[src/rtl/ext_ref_meter.sv]
`timescale 1ns/1ps
// Period meter for an asynchronous external reference: synchronises ref_i, times the interval
// between rising edges in fpga_clk_i cycles, averages 2^AVG_LOG2 intervals and flags loss.
module ext_ref_meter #(
   parameter int CNT_WIDTH = 16,
   parameter int AVG_LOG2  = 2,
   parameter int TIMEOUT   = 4096
) (
   input  logic                 fpga_clk_i,
   input  logic                 rst_n_i,
   input  logic                 enable_i,
   input  logic                 ref_i,
   output logic                 edge_o,
   output logic [CNT_WIDTH-1:0] period_o,
   output logic                 period_valid_o,
   output logic                 lost_o
);
   localparam int SUM_W = CNT_WIDTH + AVG_LOG2;
   localparam int NS_W  = AVG_LOG2 + 1;
   localparam logic [CNT_WIDTH-1:0] CNT_ONE  = CNT_WIDTH'(1);
   localparam logic [CNT_WIDTH-1:0] CNT_LAST = CNT_WIDTH'(TIMEOUT - 1);
   localparam logic [NS_W-1:0]      NS_ONE   = NS_W'(1);
   localparam logic [NS_W-1:0]      NS_LAST  = NS_W'((1 << AVG_LOG2) - 1);

   typedef enum logic [1:0] {IDLE, ACQUIRE, MEASURE} state_t;

   state_t               state_q, state_d;
   logic                 s1_q, s2_q, s3_q;
   logic [CNT_WIDTH-1:0] cnt_q, cnt_d;
   logic [CNT_WIDTH-1:0] period_q, period_d;
   logic [SUM_W-1:0]     sum_q, sum_d;
   logic [NS_W-1:0]      nsamp_q, nsamp_d;
   logic                 valid_q, valid_d;
   logic                 lost_q, lost_d;
   logic [CNT_WIDTH-1:0] sample;
   logic [SUM_W-1:0]     sum_total;
   logic                 edge_w, timeout_w;

   assign edge_w    = s2_q & ~s3_q;
   assign timeout_w = (cnt_q == CNT_LAST);
   assign sample    = cnt_q + CNT_ONE;
   assign sum_total = sum_q + SUM_W'(sample);

   always_ff @(posedge fpga_clk_i or negedge rst_n_i) begin
      if (!rst_n_i) begin
         s1_q     <= 1'b0;
         s2_q     <= 1'b0;
         s3_q     <= 1'b0;
         state_q  <= IDLE;
         cnt_q    <= '0;
         sum_q    <= '0;
         nsamp_q  <= '0;
         period_q <= '0;
         valid_q  <= 1'b0;
         lost_q   <= 1'b0;
      end else begin
         s1_q     <= ref_i;
         s2_q     <= s1_q;
         s3_q     <= s2_q;
         state_q  <= state_d;
         cnt_q    <= cnt_d;
         sum_q    <= sum_d;
         nsamp_q  <= nsamp_d;
         period_q <= period_d;
         valid_q  <= valid_d;
         lost_q   <= lost_d;
      end
   end

   always_comb begin
      state_d  = state_q;
      cnt_d    = cnt_q;
      sum_d    = sum_q;
      nsamp_d  = nsamp_q;
      period_d = period_q;
      valid_d  = 1'b0;
      lost_d   = lost_q;
      if (!enable_i) begin
         state_d = IDLE;
         cnt_d   = '0;
         sum_d   = '0;
         nsamp_d = '0;
         lost_d  = 1'b0;
      end else begin
         case (state_q)
            IDLE: begin
               state_d = ACQUIRE;
               cnt_d   = '0;
            end
            ACQUIRE: begin
               // The first edge only starts timing; the loss timer keeps running until it arrives.
               if (edge_w) begin
                  state_d = MEASURE;
                  cnt_d   = '0;
                  sum_d   = '0;
                  nsamp_d = '0;
               end else if (timeout_w) begin
                  cnt_d  = '0;
                  lost_d = 1'b1;
               end else begin
                  cnt_d = cnt_q + CNT_ONE;
               end
            end
            MEASURE: begin
               // An edge in the timeout cycle takes priority, so a period of exactly TIMEOUT is kept.
               if (edge_w) begin
                  cnt_d = '0;
                  if (nsamp_q == NS_LAST) begin
                     period_d = CNT_WIDTH'(sum_total >> AVG_LOG2);
                     valid_d  = 1'b1;
                     lost_d   = 1'b0;
                     sum_d    = '0;
                     nsamp_d  = '0;
                  end else begin
                     sum_d   = sum_total;
                     nsamp_d = nsamp_q + NS_ONE;
                  end
               end else if (timeout_w) begin
                  state_d = ACQUIRE;
                  cnt_d   = '0;
                  sum_d   = '0;
                  nsamp_d = '0;
                  lost_d  = 1'b1;
               end else begin
                  cnt_d = cnt_q + CNT_ONE;
               end
            end
            default: state_d = IDLE;
         endcase
      end
   end

   assign edge_o         = edge_w;
   assign period_o       = period_q;
   assign period_valid_o = valid_q;
   assign lost_o         = lost_q;

endmodule

[config.mk]
export PLATFORM = sky130hd
export DESIGN_NAME = ext_ref_meter
export DESIGN_NICKNAME = d
export VERILOG_FILES = /design/src/rtl/ext_ref_meter.sv
export SDC_FILE = /design/constraint.sdc
export NUM_CORES = 1
export LEC_CHECK = 0
export CAP_MARGIN = 0
export CORE_MARGIN = 1
export CORE_UTILIZATION = 55
export CTS_BUF_LIST = sky130_fd_sc_hd__clkbuf_4 sky130_fd_sc_hd__clkbuf_8 sky130_fd_sc_hd__clkbuf_16
export DETAILED_ROUTE_END_ITERATION = 6
export GPL_TIMING_DRIVEN = 0
export HOLD_SLACK_MARGIN = 0.06
export PLACE_DENSITY = 0.75
export RECOVER_POWER = 100
export SLEW_MARGIN = 20
export SYNTH_ARGS = -nofsm -noshare
export SYNTH_HDL_FRONTEND = slang
export SYNTH_SLANG_ARGS = --single-unit
export TNS_END_PERCENT = 5
[constraint.sdc]
create_clock -name fpga_clk_i -period 3.9 [get_ports fpga_clk_i]
set_input_delay 0.78 -clock fpga_clk_i [delete_from_list [all_inputs] [get_ports fpga_clk_i]]
set_output_delay 0.78 -clock fpga_clk_i [all_outputs]
set_load 0.02 [all_outputs]
==> metrics.md, run 1 <==
| Metric | Value |
|---|---|
| Row cnt | 28 |
| Routed wire length | about 7600 µm |
| Max Cap Viol | 2 |
| DP HPWL | 5490 µm |
| Vias in the first global route | about 2500 |
| Final Total Pwr | between 0.001 and 0.0015 W |
| Core area | 6060 µm² |
| Critical Path, Cell by Cell | ha_1 -> nand4_1 -> nor2_1 -> nand4_1 -> xnor2_1 -> ha_1 -> and3_1 -> or2_2 -> a2111oi_0 -> o32ai_1 -> xor2_1 -> mux2_2 |
| Via density | about 6.1 |
| Clk pin slew, worst setup/hold paths | around 0.070 ns |
| Mapped Avg Cell Area | 10.2 µm² |
| Fillcell total | 500 |
| Worst-Skew Late Latency | roughly 0.34 ns |
| Power Density | approximately 350 nW/µm² |
| Gr usage total | roughly a quarter |
| RSZ-0062 raised after global routing | no |
| Area share of the largest cell type after synthesis | 42.5% |
| Netlist cell types | 50 |
| Layout cells sized above 1 | a little under a tenth |
| Mapped cell area | approximately 3500 µm² |
| Grt total ovfl | 0 |
| Die X | 82.1 µm |
| F_max | roughly 270 MHz |
| Critical path data arrival time | between 3 and 4 ns |
| Register area | between 1500 and 2000 µm² |
| Setup violators final | 0 |
| Crit-path slowest cell | a2111oi_0 |
| Mapped Cells | 345 |
| Routed WL per cell | 16.5 µm |
| Slew Limit Headroom | -22.3% |
| Type of the most critical hold path | flip-flop to flip-flop |
| Top cells by area, synth | dfrtp_1 (43%), ha_1 (7.8%), a22o_1 (6.0%), mux2_2 (4.5%), xnor2_1 (4.0%) |
| Family with the most delay on the worst path | simple AND/OR/NAND/NOR gates |
| Antenna viol nets, final | 0 |
| Total CTS buffers | 9 |
| Starting density of the core | around three fifths |
| Leakage Power | just over 2 nW |
| Deepest clock path buffer count | 2 |
| DRC | 0 |
| Asr flop ratio synth | 100% |
| Area grow syn2layout | 12.5% |
| Failing checks | capacitance limit, slew limit |
| Post-synthesis sequential area ratio | between 40% and 50% |
| Commonest non-fill, non-tap cell in the layout | dfrtp_1 |
| CTS tree | done |
| First-pass GRT wire length | ~12000 µm |
| Crit path launch type | flip-flop |
| Number of diodes | 0 |
| 1st-iter DRT viols | between 200 and 250 |
| Period utilization | 93.3% |
| Setup TNS | 0 ns |
| Synth Flop Type | dfrtp_1 |
| Post-synth EDFFs | 0 |
| Crit path max fanout | 8 |
| Area of the multi-input gates | around 1900 µm² |
| Clk sink count | 60 |
| Port Buffers | 21 |
| Syn Nets | around 370 |
| Final nets | roughly 410 |
| WP buf/inv | 0 |
| Clock skew | 0.00461 ns |
| Slew Limit Fails | 34 |
| CTS hold repair buffers | 0 |
| Largest net degree at the start of global routing | 34 |
| Final hold violations | 0 |
| CTS resizes | 0 |
| Io pins | 23 |
| Minimum clock period | between 3 and 4 ns |
| Yosys Warn Count | 0 |
| H-tree depth | 3 |
| Peak supply drop | ~300 µV |
| Crit end category | flip-flop |
| Most frequent cells in the layout | dfrtp_1 (60), nand2_1 (25), o21ai_0 (25), a22o_1 (24), ha_1 (22) |
| GP Congestion | around 0.88 |
| Initial antenna violation count | 0 |
| Synth Register Bits | 60 |
| Outcome | finished with violations |
| Post-CTS setup buffer count | 0 |
| Max incr delay on CP | around 0.42 ns |
| Critical path required time | 4.13 ns |
| Die Y | 82.1 µm |
| Pre-Repair DR Iteration Count | 5 |
| Critical path class | flip-flop to flip-flop |
| Yosys top cell by area | dfrtp_1 |
| Worst Tran Pin Value | ~1.8 ns |
| Die area | slightly below 7000 µm² |
| Clock Tree Root | clkbuf_8 |
| Vias after detailed routing | approximately 2800 |
==> path summary, 6_finish.rpt <==
check,start,to,cells past startpoint,slack [ns]
setup / recovery,cnt_q[0],period_o[13],12,0.26
max in group asynchronous,rst_n_i,period_o[5],2,0.74
hold / removal,s1_q,s2_q,0,0.36
min in group asynchronous,rst_n_i,s2_q,1,0.79
hold reg to reg,s1_q,s2_q,0,0.36
setup reg to reg,cnt_q[0],period_o[13],12,0.26
==> routing by layer <==
metal | global-route usage [%] | vias up | share of wire, %
li1 | - | 1346 | -
met2 | 37.9 | 71 | 47
met4 | 10.9 | 0 | 1.9
met1 | 32.8 | 1337 | 48
met5 | 0 | - | 0
met3 | 5.60 | 14 | 3.8
==> area by class of cell <==
type,instances,area share [%]
Multi-Input combinational cell,265,48.3
Sequential cell,60,37.8
Timing Repair Buffer,22,5.23
Clock buffer,13,4.19
Tap cell,75,2.36
Buffer,12,1.16
Inverter,8,0.756
Clock inverter,2,0.252
==> worst reg2reg max path: stages (launching register included) <==
cell and delay [ns]:
dfrtp_1 0.40, ha_1 0.28, nand4_1 0.21, nor2_1 0.22, nand4_1 0.13, xnor2_1 0.30, ha_1 0.38, and3_1 0.20
or2_2 0.31, a2111oi_0 0.42, o32ai_1 0.16, xor2_1 0.21, mux2_2 0.30
==> cells by family (layout without fill, tap and decap cells) <==
group / Yosys count / after routing / synth area share, %
simple gates: 88 / 88 / 13.3
buf+inv: 20 / 57 / 2.52
compound gates: 110 / 110 / 21.4
flops: 60 / 60 / 42.5
mux: 15 / 15 / 4.75
xor+xnor: 29 / 29 / 7.19
fa+ha+maj: 23 / 23 / 8.36
==> state kept, by name (all words and copies together) (netlist names) <==
register,flops
cnt_q,16
lost_o,1
nsamp_q,3
period_o,16
period_valid_o,1
s1_q,1
s2_q,1
s3_q,1
state_q,2
sum_q,18
==> synth_stat cells (3+ instances only) <==
library cell / n
dfrtp_1: 60
nand2_1: 25
a22o_1: 24
o21ai_0: 24
ha_1: 22
nor2_1: 20
a21oi_1: 19
xnor2_1: 16
mux2_2: 14
xor2_1: 13
and3_1: 12
a21o_1: 11
clkbuf_1: 8
inv_1: 7
o31ai_1: 7
nand3_1: 6
a211oi_1: 5
nand4_1: 4
nor3_1: 4
o21bai_1: 4
nand2b_1: 3
nor2b_1: 3
o211ai_1: 3
==> per-stage QoR <==
| stage | hold slack [ns] | std cells | setup WS [ns] | instance area [µm²] | util, % |
|---|---|---|---|---|---|
| 5_1_grt | 0.373 | 457 | 0.0473 | 3970 | 65.6 |
| 3_5_place_dp | 0.340 | 442 | 0.191 | 3850 | 63.6 |
| 6_report | 0.355 | 457 | 0.262 | 3970 | 65.6 |
| 4_1_cts | 0.355 | 457 | 0.169 | 4030 | 66.5 |
| 2_1_floorplan | 0.331 | 345 | 0.629 | 3530 | - |
| 3_3_place_gp | 0.335 | 441 | 0.130 | 3840 | 63.3 |
==> report_power, final <==
part / switching [W] / leakage, nW / internal [W]
combinational: 0.000143 / 1.12 / 0.0000686
clock: 0.000235 / 0.0961 / 0.000274
sequential: 0.0000155 / 0.829 / 0.000639
total: 0.000394 / 2.05 / 0.000981
No activity file was read; power rests on OpenSTA's default activity.
==> inputs of run 2 (changes only) <==
--- a/config.mk
+++ b/config.mk
@@ -5,6 +5,7 @@
 export SDC_FILE = /design/constraint.sdc
 export NUM_CORES = 1
 export LEC_CHECK = 0
+export ABC_CLOCK_PERIOD_IN_PS = 3900
 export CAP_MARGIN = 0
 export CORE_MARGIN = 1
 export CORE_UTILIZATION = 55
==> results of run 2 <==
No change in the layout: final DEF, timing and power equal those of run 1.
